<file path="src/rtl/plab4_net_route_compute_unit.sv">
// plab4_net_route_compute_unit: registered ring route-compute stage with a 2-entry output queue
// Optional macro PLAB4_NET_ROUTE_STATS_EN adds saturating per-route dequeue counters.
// Ports:
//   clk, rst_n        clock, asynchronous active-low reset
//   mode_i            00 greedy, 01 oneway-next, 10 oneway-prev, 11 greedy
//   in_msg_i/in_domain_i/in_val_i/in_rdy_o      input message stream
//   out_msg_o/out_route_o/out_domain_o/out_val_o/out_rdy_i  head of queue
//   out_route_o       00 PREV, 01 NEXT, 10 TERM, 11 ERR
//   stat_prev_o/stat_next_o/stat_term_o  dequeue counters (macro only)
module plab4_net_route_compute_unit #(
  parameter int p_router_id   = 0,
  parameter int p_num_routers = 8,
  parameter int p_msg_nbits   = 32,
  parameter int p_dest_lsb    = 24
) (
  input  logic                   clk,
  input  logic                   rst_n,
  input  logic [1:0]             mode_i,
  input  logic                   in_domain_i,
  input  logic [p_msg_nbits-1:0] in_msg_i,
  input  logic                   in_val_i,
  output logic                   in_rdy_o,
  output logic [p_msg_nbits-1:0] out_msg_o,
  output logic [1:0]             out_route_o,
  output logic                   out_domain_o,
  output logic                   out_val_o,
  input  logic                   out_rdy_i
`ifdef PLAB4_NET_ROUTE_STATS_EN
  ,
  output logic [15:0]            stat_prev_o,
  output logic [15:0]            stat_next_o,
  output logic [15:0]            stat_term_o
`endif
);
  localparam int c_dest_nbits = $clog2(p_num_routers);
  typedef logic [c_dest_nbits:0] hop_t;
  localparam hop_t c_id = hop_t'(p_router_id);
  localparam hop_t c_n  = hop_t'(p_num_routers);
  logic [p_msg_nbits-1:0] msg_q [2];
  logic [1:0]             route_q [2];
  logic                   dom_q [2];
  logic                   head_q, tail_q, tog_q, tog_d;
  logic [1:0]             count_q, count_d;
  logic [c_dest_nbits-1:0] dest;
  hop_t                   dest_x, forw, backw;
  logic [1:0]             route;
  logic                   tie, enq, deq;
  // Hop distances carry one extra bit so dest+N never wraps for non power-of-two N.
  always_comb begin
    dest   = in_msg_i[p_dest_lsb +: c_dest_nbits];
    dest_x = {1'b0, dest};
    forw   = dest_x >= c_id ? dest_x - c_id : dest_x + c_n - c_id;
    backw  = c_id >= dest_x ? c_id - dest_x : c_id + c_n - dest_x;
    tie    = 1'b0;
    if (dest_x >= c_n) route = 2'b11;
    else if (dest_x == c_id) route = 2'b10;
    else if (mode_i == 2'b01) route = 2'b01;
    else if (mode_i == 2'b10) route = 2'b00;
    else if (forw == backw) begin
      tie   = 1'b1;
      route = tog_q ? 2'b00 : 2'b01;
    end
    else route = forw < backw ? 2'b01 : 2'b00;
  end
  assign in_rdy_o     = count_q != 2'd2;
  assign out_val_o    = count_q != 2'd0;
  assign enq          = in_val_i & in_rdy_o;
  assign deq          = out_val_o & out_rdy_i;
  assign count_d      = count_q + {1'b0, enq} - {1'b0, deq};
  assign tog_d        = tog_q ^ (enq & tie);
  assign out_msg_o    = msg_q[head_q];
  assign out_route_o  = route_q[head_q];
  assign out_domain_o = dom_q[head_q];
  always_ff @(posedge clk or negedge rst_n) begin
    if (!rst_n) begin
      count_q    <= '0;
      head_q     <= 1'b0;
      tail_q     <= 1'b0;
      tog_q      <= 1'b0;
      msg_q[0]   <= '0;
      msg_q[1]   <= '0;
      route_q[0] <= '0;
      route_q[1] <= '0;
      dom_q[0]   <= 1'b0;
      dom_q[1]   <= 1'b0;
    end else begin
      if (enq) begin
        msg_q[tail_q]   <= in_msg_i;
        route_q[tail_q] <= route;
        dom_q[tail_q]   <= in_domain_i;
        tail_q          <= ~tail_q;
      end
      if (deq) head_q <= ~head_q;
      count_q <= count_d;
      tog_q   <= tog_d;
    end
  end
`ifdef PLAB4_NET_ROUTE_STATS_EN
  logic [15:0] stat_prev_q, stat_next_q, stat_term_q;
  always_ff @(posedge clk or negedge rst_n) begin
    if (!rst_n) begin
      stat_prev_q <= '0;
      stat_next_q <= '0;
      stat_term_q <= '0;
    end else if (deq) begin
      if (out_route_o == 2'b00 && stat_prev_q != 16'hFFFF) stat_prev_q <= stat_prev_q + 16'd1;
      if (out_route_o == 2'b01 && stat_next_q != 16'hFFFF) stat_next_q <= stat_next_q + 16'd1;
      if (out_route_o == 2'b10 && stat_term_q != 16'hFFFF) stat_term_q <= stat_term_q + 16'd1;
    end
  end
  assign stat_prev_o = stat_prev_q;
  assign stat_next_o = stat_next_q;
  assign stat_term_o = stat_term_q;
`endif
endmodule

</file>
<file path="config.mk">
export PLATFORM = sky130hd
export DESIGN_NAME = plab4_net_route_compute_unit
export DESIGN_NICKNAME = d
export VERILOG_FILES = /design/src/rtl/plab4_net_route_compute_unit.sv
export SDC_FILE = /design/constraint.sdc
export NUM_CORES = 1
export LEC_CHECK = 0
export ABC_CLOCK_PERIOD_IN_PS = 1500
export BUFFER_PORTS_ARGS = -buffer_cell sky130_fd_sc_hd__buf_2
export CAP_MARGIN = 20
export CORE_MARGIN = 3
export CORE_UTILIZATION = 33
export DETAILED_ROUTE_END_ITERATION = 8
export SETUP_SLACK_MARGIN = 0.15
export SLEW_MARGIN = 40
export SYNTH_ARGS = -nofsm -noshare
export SYNTH_HDL_FRONTEND = slang
export SYNTH_SLANG_ARGS = --single-unit
</file>
<file path="constraint.sdc">
create_clock -name clk -period 1.5 [get_ports clk]
set_input_delay 0.075 -clock clk [delete_from_list [all_inputs] [get_ports clk]]
set_output_delay 0.075 -clock clk [all_outputs]
set_load 0.01 [all_outputs]
</file>
==> results of run 1 <==
[flip-flops by register name, summed over array words and instances (netlist names)]
name     count
tail_q       1
tog_q        1
msg_q       64
count_q      2
dom_q        2
route_q      4
head_q       1
[layout make-up]
| class | count | area (sq um) |
|---|---|---|
| well taps | 133 | 166 |
| multi-input cells | 140 | 1790 |
| flip-flops and latches | 75 | 1880 |
| clock buffers | 10 | 138 |
| clock inverters | 6 | 62.6 |
| repair buffers | 140 | 1340 |
| inverters | 6 | 22.5 |
| fillers | 808 | 4510 |
[worst max-delay path by stage]
| stage | startpoint | end | cells after the start |
|---|---|---|---|
| after CTS | count_q[1]$_DFF_PN0_ | count_q[1]$_DFF_PN0_ | 7 |
| after global routing | count_q[1]$_DFF_PN0_ | count_q[1]$_DFF_PN0_ | 7 |
| after detailed placement | count_q[0]$_DFF_PN0_ | count_q[1]$_DFF_PN0_ | 7 |
| after global placement | count_q[0]$_DFF_PN0_ | count_q[1]$_DFF_PN0_ | 7 |
| final | count_q[1]$_DFF_PN0_ | count_q[1]$_DFF_PN0_ | 7 |
| after floorplan | count_q[0]$_DFF_PN0_ | count_q[1]$_DFF_PN0_ | 7 |
[per-layer routing]
| metal | vias up | global-route usage (%) | routed length [um] |
|---|---|---|---|
| met3 | 9 | 3.96 | 463 |
| met4 | 0 | 3.79 | 88 |
| met5 | - | 0 | 0 |
| met2 | 65 | 23.5 | 4000 |
| met1 | 1215 | 18.7 | 3740 |
| li1 | 1106 | - | - |
[worst reg2reg max path: cells and delay by family, from the launching register on]
| kind | cells | cell delay (ns) |
|---|---|---|
| xor+xnor | 2 | 0.25 |
| buf+inv | 1 | 0.04 |
| simple gates | 2 | 0.40 |
| fa+ha+maj | 2 | 0.41 |
| flops | 1 | 0.40 |
[synth_stat cells (3+ instances only)]
| master | instances |
|---|---|
| mux2_2 | 97 |
| dfrtp_1 | 75 |
| buf_2 | 6 |
| ha_1 | 6 |
| inv_1 | 6 |
| xnor2_1 | 6 |
| nand2_1 | 5 |
| o21ai_0 | 4 |
| buf_4 | 3 |
| mux2_1 | 3 |
| nand2b_1 | 3 |
[stage by stage]
step | TNS [ns] | cells | setup slack, ns | util (%)
after floorplan | -1.13 | 232 | -0.0902 | -
after global placement | -0.184 | 450 | -0.0708 | 43.0
after detailed placement | -1.46 | 450 | -0.0997 | 43.0
after CTS | -4.84 | 502 | -0.0892 | 51.2
after global routing | -9.75 | 510 | -0.146 | 54.5
final | -5.42 | 510 | -0.102 | 54.5
[where the power goes]
part,total [mW],switching (mW),internal (mW)
clock network,1.58,0.762,0.815
registers,3.68,0.616,3.06
logic,6.89,2.41,4.49
[cells by family after synthesis]
group           count (synthesis)  synth area share [%]
buf+inv                        17                  2.65
fa+ha+maj                       6                  2.21
xor+xnor                        7                  1.80
mux                           100                  33.1
flops                          75                  55.2
simple gates                   17                  2.83
compound gates                 10                  2.21
[repair_timing]
action | 4_1_cts | 5_1_grt
setup buffers | 3 | 4
setup endpoints to repair | 104 | 106
hold endpoints to repair | 94 | 0
gates cloned | 2 | 4
resized for setup | 42 | 46
pin swaps | 4 | 8
hold buffers | 31 | 0
==> metrics, run 1 <==
status=complete, but fails checks; failing checks=negative setup slack; Final nets=417; top cell type by total area after synthesis=dfrtp_1; type of the tightest min-delay check=in -> reg; CP dominant cell by count=ha_4; Yosys cell types=29; crit path buf inv count=1; Tmin final=1.60 ns; CP Cell Sequence=or2_4, and2_4, ha_4, inv_2, ha_4, xnor2_2, xnor2_1; max_cap viols=0; CTS Sinks=75; endpoints failing setup=87; unrepaired setup endpoints after global routing=true; most frequent cells in the layout=dfrtp_1 (74), mux2_4 (62), buf_2 (47), mux2_2 (36), dlygate4sd3_1 (31); DIE AREA=11600 sq um; Power Dens Cells=2250 nW/um^2; Worst Hold End=msg_q[56]$_DFFE_PN0P_; Antenna Nets Post-Route=0; total number of vias=2395; Final Hold Fails=0; Hold WS=0.0958 ns; port bufs=75; Area contributors post-synth=dfrtp_1 (55%), mux2_2 (32%), ha_1 (2.2%), xnor2_1 (1.5%), mux2_1 (0.99%); reg2reg end=count_q[1]$_DFF_PN0_; dpl hpwl=4.76 mm; TritonCTS Buffers=9; Max Clk Rate=0.624 GHz; cell family with the largest share of critical-path delay=adder cells; #FFs+latches synth=75; Design Area, Final=5400 sq um; Die Ht=108 um; remaining global-route overflow=0; WL final=8.29 mm; GRT Total Usage=14.3%; Initial Utilization=34.3%; Reg clk slew, reported paths=0.08 ns; Critical Path RT=1.73 ns; WHS Path Cells=3; crit share post-route=107%; layout cells sized above 1=64.5%; Placeable Area=9910 sq um; Syn. warnings=0; synthesized area=3400 sq um; cell count after synthesis=232; vias in the first global route=2605; worst reg2reg startpoint=count_q[1]$_DFF_PN0_; largest net degree at the start of global routing=42; CP endpoint kind=flip-flop; CP max stage delay=0.40 ns; Iteration-0 DRC Markers=79; Main synth FF type=dfrtp_1; Hold Startpoint=in_msg_i[24]; # IOs=76; DR vias/cell=4.70; Synth Area per Inst=14.7 sq um; Lkg Pwr=2.54 nW; area share of the largest cell type after synthesis=55.2%; Overall Power=12.2 mW; Die Span X=108 um; skew final=0.0110 ns; CP startpoint kind=flip-flop; Synth Net Count=277; clk_lat worst skew=0.34 ns; initial antenna violation count=0; critical path type=reg -> reg; Post-synth EDFFs=0; crit-path max FO=3; Layout area overhead=58.7%; flop-to-flop setup slack=-0.10 ns; Critical Path AT=1.83 ns; Routability Congestion=0.674; first-pass GRT wire length=13.0 mm; DP Area=4270 sq um; WL/cell=16.3 um; slowest stage cell on the critical path=dfrtp_1; drt pass-1 iters=4; ANT cells=0; Slew @ Worst Pin=0.477 ns; post-synthesis sequential area ratio=55.2%; Worst slew margin=68.2%; commonest non-fill, non-tap cell in the layout=dfrtp_1; cell row count=36; TritonCTS clock tree=built; final slew viol count=0; Clock Tree Root=clkbuf_8; CTS H-tree lvls=3; peak supply drop=1.14 mV; Post-synth ARST share=100%; drt drc=0; FF-to-FF path depth=7; maximum root-to-sink buffer count=2; Final WS setup=-0.102 ns
No activity file was read; power rests on OpenSTA's default activity.
==> run 2: changes to the inputs <==
Settings changed: ABC_CLOCK_PERIOD_IN_PS 1500 to 1900.
Clock period 1.5 ns to 1.9 ns, I/O delays scaled along.
==> run 2 against run 1 <==
The flow now finishes without violations. Non-clock buffer count decreased by 24. Critical endpoint unchanged. Final cell count fell by 4.7%. Largest cell class unchanged. Sequential power fell by 24%. First-iteration DRC count is 18% lower.
==> metrics, run 2 (synthesized netlist as in run 1, its figures left out) <==
WHS Path Cells=2 (was 3); total number of vias=2248 (was 2395); # IOs=76 (unchanged); Layout area overhead=33.7% (was 58.7%); WL final=6.83 mm (was 8.29 mm); clk_lat worst skew=0.34 ns (about the same); skew final=0.00820 ns (was 0.0110 ns); Critical Path AT=1.91 ns (was 1.83 ns); Placeable Area=9910 sq um (unchanged); Worst slew margin=70.0% (was 68.2%); Worst Hold End=msg_q[56]$_DFFE_PN0P_ (unchanged); drt pass-1 iters=3 (was 4); largest net degree at the start of global routing=43 (was 42); CP Launch Point=count_q[1]$_DFF_PN0_ (unchanged); TritonCTS clock tree=built (unchanged); Finished Layout Cells=486 (was 510); CP startpoint kind=flip-flop (unchanged); Hold Startpoint=in_msg_i[24] (unchanged); Routability Congestion=0.686 (was 0.674); Tmin final=1.69 ns (was 1.60 ns); Hold WS=0.0559 ns (was 0.0958 ns); Iteration-0 DRC Markers=65 (was 79); Lkg Pwr=2.05 nW (was 2.54 nW); crit-path max FO=3 (unchanged); port bufs=75 (unchanged); Clock Tree Root=clkbuf_8 (unchanged); Power Dens Cells=1680 nW/um^2 (was 2250 nW/um^2); Final nets=393 (was 417); DP Area=3970 sq um (was 4270 sq um); unrepaired setup endpoints after global routing=false (was true); Die Span X=108 um (unchanged); Design Area, Final=4550 sq um (was 5400 sq um); Max Clk Rate=0.593 GHz (was 0.624 GHz); CP endpoint kind=flip-flop (unchanged); cell row count=36 (unchanged); Die Ht=108 um (unchanged); final slew viol count=0 (unchanged); initial antenna violation count=0 (unchanged); Setup TNS Final=0 ns (was -5.42 ns); first-pass GRT wire length=11.4 mm (was 13.0 mm); flop-to-flop setup slack=0.21 ns (was -0.10 ns); maximum root-to-sink buffer count=2 (unchanged); CTS H-tree lvls=3 (unchanged); most flop-heavy register=msg_q (unchanged); biggest regs=msg_q (64), route_q (4) (unchanged); layout cells sized above 1=58.4% (was 64.5%); GRT Total Usage=12.5% (was 14.3%); Antenna Nets Post-Route=0 (unchanged); worst reg2reg startpoint=count_q[1]$_DFF_PN0_ (unchanged); drt drc=0 (unchanged); status=finished, final reports clean (was complete, but fails checks); remaining global-route overflow=0 (unchanged); FF-to-FF path depth=7 (unchanged); reg2reg end=count_q[1]$_DFF_PN0_ (unchanged); vias in the first global route=2380 (was 2605); Slew @ Worst Pin=0.449 ns (was 0.477 ns); peak supply drop=0.679 mV (was 1.14 mV); ANT cells=0 (unchanged); placed insts=436 (was 450); Critical Path RT=2.12 ns (was 1.73 ns); max reg flops=64 (unchanged); Final Hold Fails=0 (unchanged); DIE AREA=11600 sq um (unchanged); Initial Utilization=34.3% (unchanged); TritonCTS Buffers=9 (unchanged); dpl hpwl=4.66 mm (was 4.76 mm); type of the tightest min-delay check=in -> reg (unchanged); most frequent cells in the layout=mux2_2 (97), dfrtp_1 (74), buf_2 (74), dlygate4sd3_1 (31), clkbuf_8 (10) (was dfrtp_1 (74), mux2_4 (62), buf_2 (47), mux2_2 (36), dlygate4sd3_1 (31)); critical path type=reg -> reg (unchanged); CTS Sinks=75 (unchanged); WL/cell=14.0 um (was 16.3 um); DR vias/cell=4.63 (was 4.70); commonest non-fill, non-tap cell in the layout=mux2_2 (was dfrtp_1); max_cap viols=0 (unchanged); Reg clk slew, reported paths=0.08 ns (about the same); crit share post-route=88.8% (was 107%); endpoints failing setup=0 (was 87)
## run 2: how the worst max path moves through the flow
stage | end | depth (start not counted)
after floorplan | count_q[1]$_DFF_PN0_ | 7
after global placement | route_q[0]$_DFFE_PN0P_ | 9
final | count_q[1]$_DFF_PN0_ | 7
after CTS | count_q[1]$_DFF_PN0_ | 7
after global routing | count_q[1]$_DFF_PN0_ | 7
after detailed placement | route_q[0]$_DFFE_PN0P_ | 9
## run 2: repair_timing
action                                 in CTS  in global routing
endpoints found under the hold margin      92                  0
pin swaps                                   2                  2
buffers inserted                            1                  2
setup endpoints to repair                   1                  1
hold buffers                               31                  0
gates resized for setup                     2                  1
## run 2: final cells by class
type | count | area, sq um
fillers | 908 | 5360
well taps | 133 | 166
clock inverters | 6 | 88.8
multi-input cells | 140 | 1450
inverters | 6 | 22.5
flip-flops and latches | 75 | 1880
clock buffers | 10 | 138
repair buffers | 116 | 801
## run 2: through the flow
| stage | worst slack [ns] | power (mW) | util, % |
|---|---|---|---|
| after global routing | 0.142 | 8.16 | 45.9 |
| after detailed placement | 0.100 | 6.22 | 40.1 |
| after global placement | 0.155 | 6.12 | 40.1 |
| after floorplan | 0.173 | 5.09 | - |
| after CTS | 0.193 | 7.69 | 45.6 |
| final | 0.212 | 7.63 | 45.9 |
## run 2: critical path, stage by stage (launching register included)
cell,delay [ns]
dfrtp_1,0.39
or2_4,0.26
and2_4,0.16
ha_1,0.26
inv_1,0.04
ha_1,0.20
xnor2_2,0.14
xnor2_1,0.12
## run 2: routing by layer
| metal | wire (um) | track usage (%) |
|---|---|---|
| met2 | 3250 | 20.5 |
| met4 | 113 | 5.41 |
| met5 | 0 | 0 |
| met1 | 3190 | 15.9 |
| met3 | 272 | 2.70 |
## run 2: power breakdown
part | leakage (nW) | total (mW) | switching [mW] | internal [mW]
Combinational | 1.05 | 3.47 | 1.48 | 1.99
Sequential | 0.888 | 2.80 | 0.382 | 2.42
Clock | 0.108 | 1.36 | 0.588 | 0.775
Total | 2.05 | 7.63 | 2.45 | 5.18
